`config.mk`:
```
export PLATFORM = sky130hd
export DESIGN_NAME = vrased_mon
export DESIGN_NICKNAME = d
export VERILOG_FILES = /design/src/rtl/vrased_mon.sv
export SDC_FILE = /design/constraint.sdc
export NUM_CORES = 1
export LEC_CHECK = 0
export BUFFER_PORTS_ARGS = -buffer_cell sky130_fd_sc_hd__buf_2
export CORE_MARGIN = 5
export CORE_UTILIZATION = 53
export DETAILED_ROUTE_END_ITERATION = 7
export MAX_ROUTING_LAYER = met4
export PLACE_DENSITY_LB_ADDON = 0.2
export SYNTH_ARGS = -nofsm -noshare
export SYNTH_HDL_FRONTEND = slang
export SYNTH_SLANG_ARGS = --single-unit
```
`constraint.sdc`:
```
create_clock -name clk -period 5.5 [get_ports clk]
set_input_delay 0.55 -clock clk [delete_from_list [all_inputs] [get_ports clk]]
set_output_delay 0.55 -clock clk [all_outputs]
set_load 0.02 [all_outputs]
```
`src/rtl/vrased_mon.sv`:
```
// vrased_mon: hardware monitor enforcing VRASED attestation access rules with a held kill reset
`ifndef SMEM_BASE
`define SMEM_BASE 16'hA000
`endif
`ifndef SMEM_SIZE
`define SMEM_SIZE 16'h4000
`endif
`ifndef SKEY_BASE
`define SKEY_BASE 16'h6A00
`endif
`ifndef SKEY_SIZE
`define SKEY_SIZE 16'h0040
`endif
module vrased_mon #(
  parameter int                 NWIN          = 2,
  parameter logic [15:0]        SMEM_BASE     = `SMEM_BASE,
  parameter logic [15:0]        SMEM_SIZE     = `SMEM_SIZE,
  parameter logic [15:0]        KMEM_BASE     = `SKEY_BASE,
  parameter logic [15:0]        KMEM_SIZE     = `SKEY_SIZE,
  parameter logic [15:0]        SDATA_BASE    = 16'h0400,
  parameter logic [15:0]        SDATA_SIZE    = 16'h0C00,
  parameter logic [16*NWIN-1:0] WIN_BASE      = {16'h0270, 16'h0230},
  parameter logic [16*NWIN-1:0] WIN_SIZE      = {16'h001F, 16'h0020},
  parameter logic [15:0]        RESET_HANDLER = 16'h0000,
  parameter int                 HOLD_CYCLES   = 4
) (
  input  logic        clk,
  input  logic        puc_rst,
  input  logic [15:0] pc,
  input  logic [15:0] data_addr,
  input  logic [15:0] dma_addr,
  input  logic        data_en,
  input  logic        data_wr,
  input  logic        dma_en,
  input  logic        irq,
  output logic        reset,
  output logic [5:0]  viol_cause,
  output logic [7:0]  viol_cnt,
  output logic [1:0]  state
);
  typedef enum logic [1:0] {IDLE = 2'd0, ATT = 2'd1, KILL = 2'd2} state_t;
  localparam logic [15:0] SMEM_LAST = SMEM_BASE + SMEM_SIZE - 16'd2;
  localparam logic [7:0]  HOLD_INIT = 8'(HOLD_CYCLES - 1);
  function automatic logic hit(input logic [15:0] a, input logic [15:0] b, input logic [15:0] s);
    return (a >= b) && (a <= b + s - 16'd1);
  endfunction
  state_t      state_q, state_d;
  logic        reset_q, reset_d;
  logic [5:0]  viol_cause_q, viol_cause_d, cause;
  logic [7:0]  viol_cnt_q, viol_cnt_d, hold_q, hold_d;
  logic [15:0] prev_pc_q;
  logic        win_data, win_dma, idle, att, viol, pc_smem;
  assign idle    = state_q == IDLE;
  assign att     = state_q == ATT;
  assign pc_smem = hit(pc, SMEM_BASE, SMEM_SIZE);
  // address hits against every output window, for CPU data and DMA
  always_comb begin
    win_data = 1'b0;
    win_dma  = 1'b0;
    for (int i = 0; i < NWIN; i++) begin
      win_data = win_data | hit(data_addr, WIN_BASE[16*i+:16], WIN_SIZE[16*i+:16]);
      win_dma  = win_dma  | hit(dma_addr,  WIN_BASE[16*i+:16], WIN_SIZE[16*i+:16]);
    end
  end
  // all violation causes in parallel; none has priority over another
  always_comb begin
    cause[0] = idle && pc_smem && pc != SMEM_BASE;
    cause[1] = att && !pc_smem && prev_pc_q != SMEM_LAST;
    cause[2] = !att && data_en && hit(data_addr, KMEM_BASE, KMEM_SIZE);
    cause[3] = data_en && data_wr && (idle ? (hit(data_addr, SDATA_BASE, SDATA_SIZE) || win_data)
                                           : att && !hit(data_addr, SDATA_BASE, SDATA_SIZE) && !win_data);
    cause[4] = att && irq;
    cause[5] = dma_en && (att || win_dma || hit(dma_addr, KMEM_BASE, KMEM_SIZE) ||
                          hit(dma_addr, SMEM_BASE, SMEM_SIZE) || hit(dma_addr, SDATA_BASE, SDATA_SIZE));
    viol     = (idle || att) && |cause;
  end
  // next-state: a violation pre-empts any legal transition; KILL holds until the counter drains and pc reaches the handler
  always_comb begin
    state_d      = state_q;
    reset_d      = reset_q;
    viol_cause_d = viol_cause_q;
    viol_cnt_d   = viol_cnt_q;
    hold_d       = hold_q;
    if (viol) begin
      state_d      = KILL;
      reset_d      = 1'b1;
      viol_cause_d = cause;
      viol_cnt_d   = viol_cnt_q == 8'hFF ? viol_cnt_q : viol_cnt_q + 8'd1;
      hold_d       = HOLD_INIT;
    end else begin
      case (state_q)
        IDLE: state_d = pc == SMEM_BASE ? ATT : IDLE;
        ATT:  state_d = pc_smem ? ATT : IDLE;
        KILL: begin
          state_d = (hold_q == 8'd0 && pc == RESET_HANDLER) ? IDLE : KILL;
          reset_d = !(hold_q == 8'd0 && pc == RESET_HANDLER);
          hold_d  = hold_q == 8'd0 ? 8'd0 : hold_q - 8'd1;
        end
        default: begin
          state_d = KILL;
          reset_d = 1'b1;
        end
      endcase
    end
  end
  // state registers with asynchronous power-up clear
  always_ff @(posedge clk or posedge puc_rst) begin
    if (puc_rst) begin
      state_q      <= IDLE;
      reset_q      <= 1'b0;
      viol_cause_q <= 6'd0;
      viol_cnt_q   <= 8'd0;
      hold_q       <= 8'd0;
      prev_pc_q    <= 16'd0;
    end else begin
      state_q      <= state_d;
      reset_q      <= reset_d;
      viol_cause_q <= viol_cause_d;
      viol_cnt_q   <= viol_cnt_d;
      hold_q       <= hold_d;
      prev_pc_q    <= pc;
    end
  end
  assign reset      = reset_q;
  assign viol_cause = viol_cause_q;
  assign viol_cnt   = viol_cnt_q;
  assign state      = state_q;
endmodule

```
[After elaboration in Yosys (flattened, before gate mapping)]
Cells that the tools add are included.
Word-level totals
  input port bits: 54
  flip-flop bits (word level): 41
  output and inout port bits: 17
Cells by class
  bitwise operators: 3
  magnitude comparators: 20
  multiplexer cells: 11
  $add $sub $neg: 2
  reduce and logical (&&, ||, !) cells: 42
  equality and inequality tests: 7
Operators by type and width (number)
  $ge A16 B10 Y1 const B: 4
  $le A16 B10 Y1 const B: 4
  $ge A16 B11 Y1 const B: 2
  $ge A16 B15 Y1 const B: 2
  $ge A16 B16 Y1 const B: 2
  $le A16 B12 Y1 const B: 2
  $le A16 B15 Y1 const B: 2
  $le A16 B16 Y1 const B: 2
  $ne A16 B16 Y1 const B: 2
  $logic_and A1 B1 Y1: 24
  $mux W8: 3
  $eq A16 B16 Y1 const B: 1
  $logic_not A16 Y1: 1
  $add A8 B1 Y8 const B: 1
  $eq A8 B8 Y1 const B: 1
  $logic_not A8 Y1: 1
  $sub A8 B1 Y8 const B: 1
  $logic_or A1 B1 Y1: 6
  $pmux W2 S3: 1
  $reduce_or A6 Y1: 1
  $logic_not A1 Y1: 5
  $mux W1: 4
  $mux W2: 2
  $eq A2 B1 Y1 const B: 1
  other kinds (9): 10

[Logic depth before layout (Yosys ltp)]
  depth in word-level cells: 11
  gate-level depth with buffers: 9

[Least setup slack after synthesis]
OpenSTA, ideal clock, no wires.
  path kind: input port to flip-flop
  start: in data_addr[7]
  end: reg viol_cnt_q[4], in the netlist viol_cnt[4]
  required time: 5.372 ns
  buffers on the path: 1
  setup slack: 2.805 ns
  stages: 8
  data arrival time: 2.567 ns
  path through: or3b_1 or4_4 nor4_4 a2111oi_4 a41oi_2 buf_6 nand4_1 mux2_1
On the way
  longest elaborated chain between the ends: 10
  elaborated cells between the ends (all ways): 24
  those cells by class: 8 x order compare; 1 x mux; 1 x bitwise; 14 x reduce/logical
Ends and longest elaborated chain
  from (decl): RTL line 30  | input logic [15:0] data_addr,
  $ge A16 B10 Y1 (tied with other cells): RTL line 45  | return (a >= b) && (a <= b + s - 16'd1);
  $logic_and A1 B1 Y1: RTL line 45
  $or A1 B1 Y1 / $logic_not A1 Y1 (equally long branches): RTL line 61, 71
  $logic_not A1 Y1 / $logic_and A1 B1 Y1 (equally long branches): RTL line 71  | : att && !hit(data_addr, SDATA_BASE, SDATA_SIZE) && !win_data);
  $logic_and A1 B1 Y1: RTL line 71
  $mux W1: RTL line 70  | cause[3] = data_en && data_wr && (idle ? (hit(data_addr, SDATA_BASE, SDATA_SIZE) || win_data)
  $logic_and A1 B1 Y1: RTL line 70
  $reduce_or A6 Y1 *: RTL line 75  | viol = (idle || att) && |cause;
  $logic_and A1 B1 Y1 *: RTL line 75
  $reduce_and A2 Y1 (no source line) *
  to (signal assigned): RTL line 119  | viol_cnt_q <= viol_cnt_d;
  to (decl): RTL line 50  | logic [7:0] viol_cnt_q, viol_cnt_d, hold_q, hold_d;
Mark *: on every way between the ends. The rest lies on a longest branch, timed or not.
A chain may end at the register's enable or synchronous reset.

[Worst setup path after layout]
  start: in data_addr[7]
  end: reg viol_cnt_q[1], in the netlist viol_cnt[1]
The elaborated chain is that of the path after synthesis.

==> flow_metrics.env <==
export IMPL_status="completed"
export IMPL_syn_nets=250
export IMPL_period_needed_ns=2.87
export IMPL_setup_tns_final_ns=0
export IMPL_yosys_top_cells_area="dfrtp_1 (50%), nand2_1 (2.5%), a21oi_1 (2.4%), nor2_1 (2.2%), nand4_1 (2.1%)"
export IMPL_crit_chain="buf_2, or3b_1, or4_4, nor4_4, a2111oi_4, a41oi_2, o21ai_0, mux2_2"
export IMPL_numPortBuffers=70
export IMPL_place_detailed_hpwl_um=3840
export IMPL_max_vdd_ir_drop_uv=125
export IMPL_ys_seq_elements=41
export IMPL_fin_cells=317
export IMPL_yosysTopAreaCellShare_pct=49.7
export IMPL_power_switching_uw=240
export IMPL_die_width_um=72.4
export IMPL_synth_top_family_by_area="simple AND/OR/NAND/NOR gates"
export IMPL_nNetsFinal=325
export IMPL_maxSlewViolCount=0
export IMPL_synth_top_area_cell="dfrtp_1"
export IMPL_htree_num_levels=2
export IMPL_clock_sinks=41
export IMPL_synthFlopType="dfrtp_1"
export IMPL_grt_max_degree=42
export IMPL_sw_frac_of_total_pct=31.6
export IMPL_pwr_density_cell_nw_per_um2=297
export IMPL_nFillCells=318
export IMPL_synth_area_per_cell_um2=10.7
export IMPL_grt_setup_unrepaired="no"
export IMPL_setup_slack_ns=2.63
export IMPL_root_buffer="clkbuf_8"
export IMPL_p_comb_share_pct=23.5
export IMPL_numCtsBuffers=5
export IMPL_core_area_um2=3720
export IMPL_intPower_uw=519
export IMPL_yosysWarnings=0
export IMPL_clock_fmax_ghz=0.349
export IMPL_antenna_found_initial=0
export IMPL_clk_path_buf_depth=2
export IMPL_cts_tree="yes"
export IMPL_leakage_uw=0.00120
export IMPL_finalSetupViolCount=0
export IMPL_cp_data_arrival_time_ns=3.05
export IMPL_fp_dieArea_um2=5240
export IMPL_synthXorXnorAreaFrac_pct=2.55
export IMPL_synthMuxAreaShare_pct=2.67
export IMPL_start_util_pct=55.6
export IMPL_fin_skew_ns=0.00652
export IMPL_vias_per_cell=5.62
export IMPL_clkLatencyLatePin_ns=0.29
export IMPL_async_reset_ff_share_pct=100
export IMPL_dpl_cell_count=309
export IMPL_drcViolationCount=0
export IMPL_gp_congestion=0.801
export IMPL_yosysMostFrequentCell="dfrtp_1"
export IMPL_area_growth_pct=23.5
export IMPL_cts_resized_gates=0
export IMPL_tightest_slew_ns=0.756
export IMPL_worst_setup_path_type="input pin to flop"
export IMPL_synth_compound_area_share_pct=14.8
export IMPL_synth_common_cells="dfrtp_1 (41), nand2_1 (14), nor2_1 (12)"
export IMPL_synth_seq_area_share_pct=49.7
export IMPL_final_period_utilization_pct=52.2
export IMPL_grt_usage_pct=20.0
export IMPL_grt_first_pass_wirelength_um=7970
export IMPL_wl_um=4770
export IMPL_yosys_area_share_simple_pct=26.3
export IMPL_cts_clk_slew_worst_paths_ns=0.08
export IMPL_io_pins=71
export IMPL_worstPathRequired_ns=5.68
export IMPL_synth_edf_count=0
export IMPL_netlist_area_um2=2060
export IMPL_crit_fanout=11
export IMPL_grt_pass1_vias=1766
export IMPL_die_y_um=72.4
export IMPL_relSlewSlack_pct=48.9
export IMPL_worstSetupStartpointType="input pin"
export IMPL_slowest_stage="or4_4"
export IMPL_dr_pass1_iters=4
export IMPL_syn_inst=193
export IMPL_row_count=22
export IMPL_dr_total_vias=1781
export IMPL_overflow=0
export IMPL_post_cts_buffers=0
export IMPL_antenna_left=0
export IMPL_place_ws_ns=2.34
export IMPL_synthAdderAreaFrac_pct=1.82
export IMPL_holdCritPathClass="input pin to flop"
export IMPL_wire_per_inst_um=15.0
export IMPL_holdBufCountCts=0
export IMPL_pwr_share_seq_pct=51.5
export IMPL_layout_drive_gt1_share_pct=34.2
export IMPL_clockPowerShare_pct=25.0
export IMPL_synthDistinctLibCells=52
export IMPL_max_stage_delay_ns=0.50
export IMPL_maxCapViolCount=0
export IMPL_num_antenna_cells=0
export IMPL_endpoint_kind="flop"
export IMPL_drt_iter0_markers=80
export IMPL_finalHoldViolCount=0
-- kinds of logic after synthesis --
| logic type | after synthesis |
|---|---|
| buffers and inverters | 10 |
| multiplexers | 5 |
| adder cells (fa/ha/maj) | 3 |
| XOR/XNOR | 6 |
| flip-flops | 41 |
| AO/OA/AOI/OAI | 39 |
| AND/OR/NAND/NOR | 89 |
-- cell type report --
type	instances	area [um2]	share of cell area, %
Clock buffer	5	68.8	2.70
Clock inverter	3	17.5	0.687
Inverter	7	26.3	1.03
Multi-Input combinational cell	142	993	39.0
Sequential cell	41	1030	40.2
Tap cell	48	60.1	2.36
Timing Repair Buffer	71	358	14.0
-- routing by layer --
layer	wire length [um]	share of wire [%]	global-route usage (%)	vias up
met5	0	0	-	-
met4	55	1.2	7.17	0
met3	328	6.9	2.63	4
met2	2250	47	31.9	67
met1	2130	45	26.2	827
li1	-	-	-	883
-- final timing paths --
check / start / to / slack [ns] / cells past startpoint
worst max-delay path: data_addr[7] / viol_cnt[1] / 2.63 / 8
worst min-delay path: pc[1] / prev_pc_q[1] / 0.37 / 1
worst max register to register: prev_pc_q[13] / viol_cnt[1] / 2.72 / 7
worst min register to register: viol_cnt[5] / viol_cnt[5] / 0.50 / 1
max in group asynchronous: puc_rst / hold_q[7] / 4.77 / 3
min in group asynchronous: puc_rst / prev_pc_q[1] / 0.38 / 3
-- power by group through the flow --
stage / combinational (uW) / clock [uW] / sequential, uW
after CTS: 180 / 193 / 391
after detailed placement: 179 / 0 / 395
after global placement: 174 / 0 / 394
final: 178 / 190 / 391
after global routing: 203 / 207 / 397
after floorplan: 110 / 0 / 398
-- placed cells by master (no fill, tap or decap), drive strengths merged, types with 5 or more instances in the layout --
cell type  count
o21ai          5
nand3          7
and3           5
nor3           7
nor2          12
nand2b         6
nor4           5
or4            5
inv            7
buf           71
nand2         14
nand4          7
clkbuf         5
a21oi         10
dfrtp         41
or3            5
-- per-stage QoR --
stage / total power (uW) / utilization (%) / area [um2] / hold WS (ns)
floorplan: 508 / - / 2060 / 0.492
global placement: 568 / 66.3 / 2460 / 0.459
detailed placement: 575 / 66.3 / 2460 / 0.487
CTS: 764 / 68.6 / 2550 / 0.368
global route: 807 / 68.6 / 2550 / 0.362
finish: 759 / 68.6 / 2550 / 0.372
-- critical path, delay by kind of cell --
family,cells,cell delay [ns]
compound gates,3,0.88
simple gates,3,1.19
mux,1,0.32
buf+inv,1,0.11
-- state kept, by name, indices dropped and copies added, names as in the netlist --
register / count
viol_cause: 6
prev_pc_q: 16
viol_cnt: 8
state: 2
hold_q: 8
reset: 1
Power figures use the tool's default switching activity.
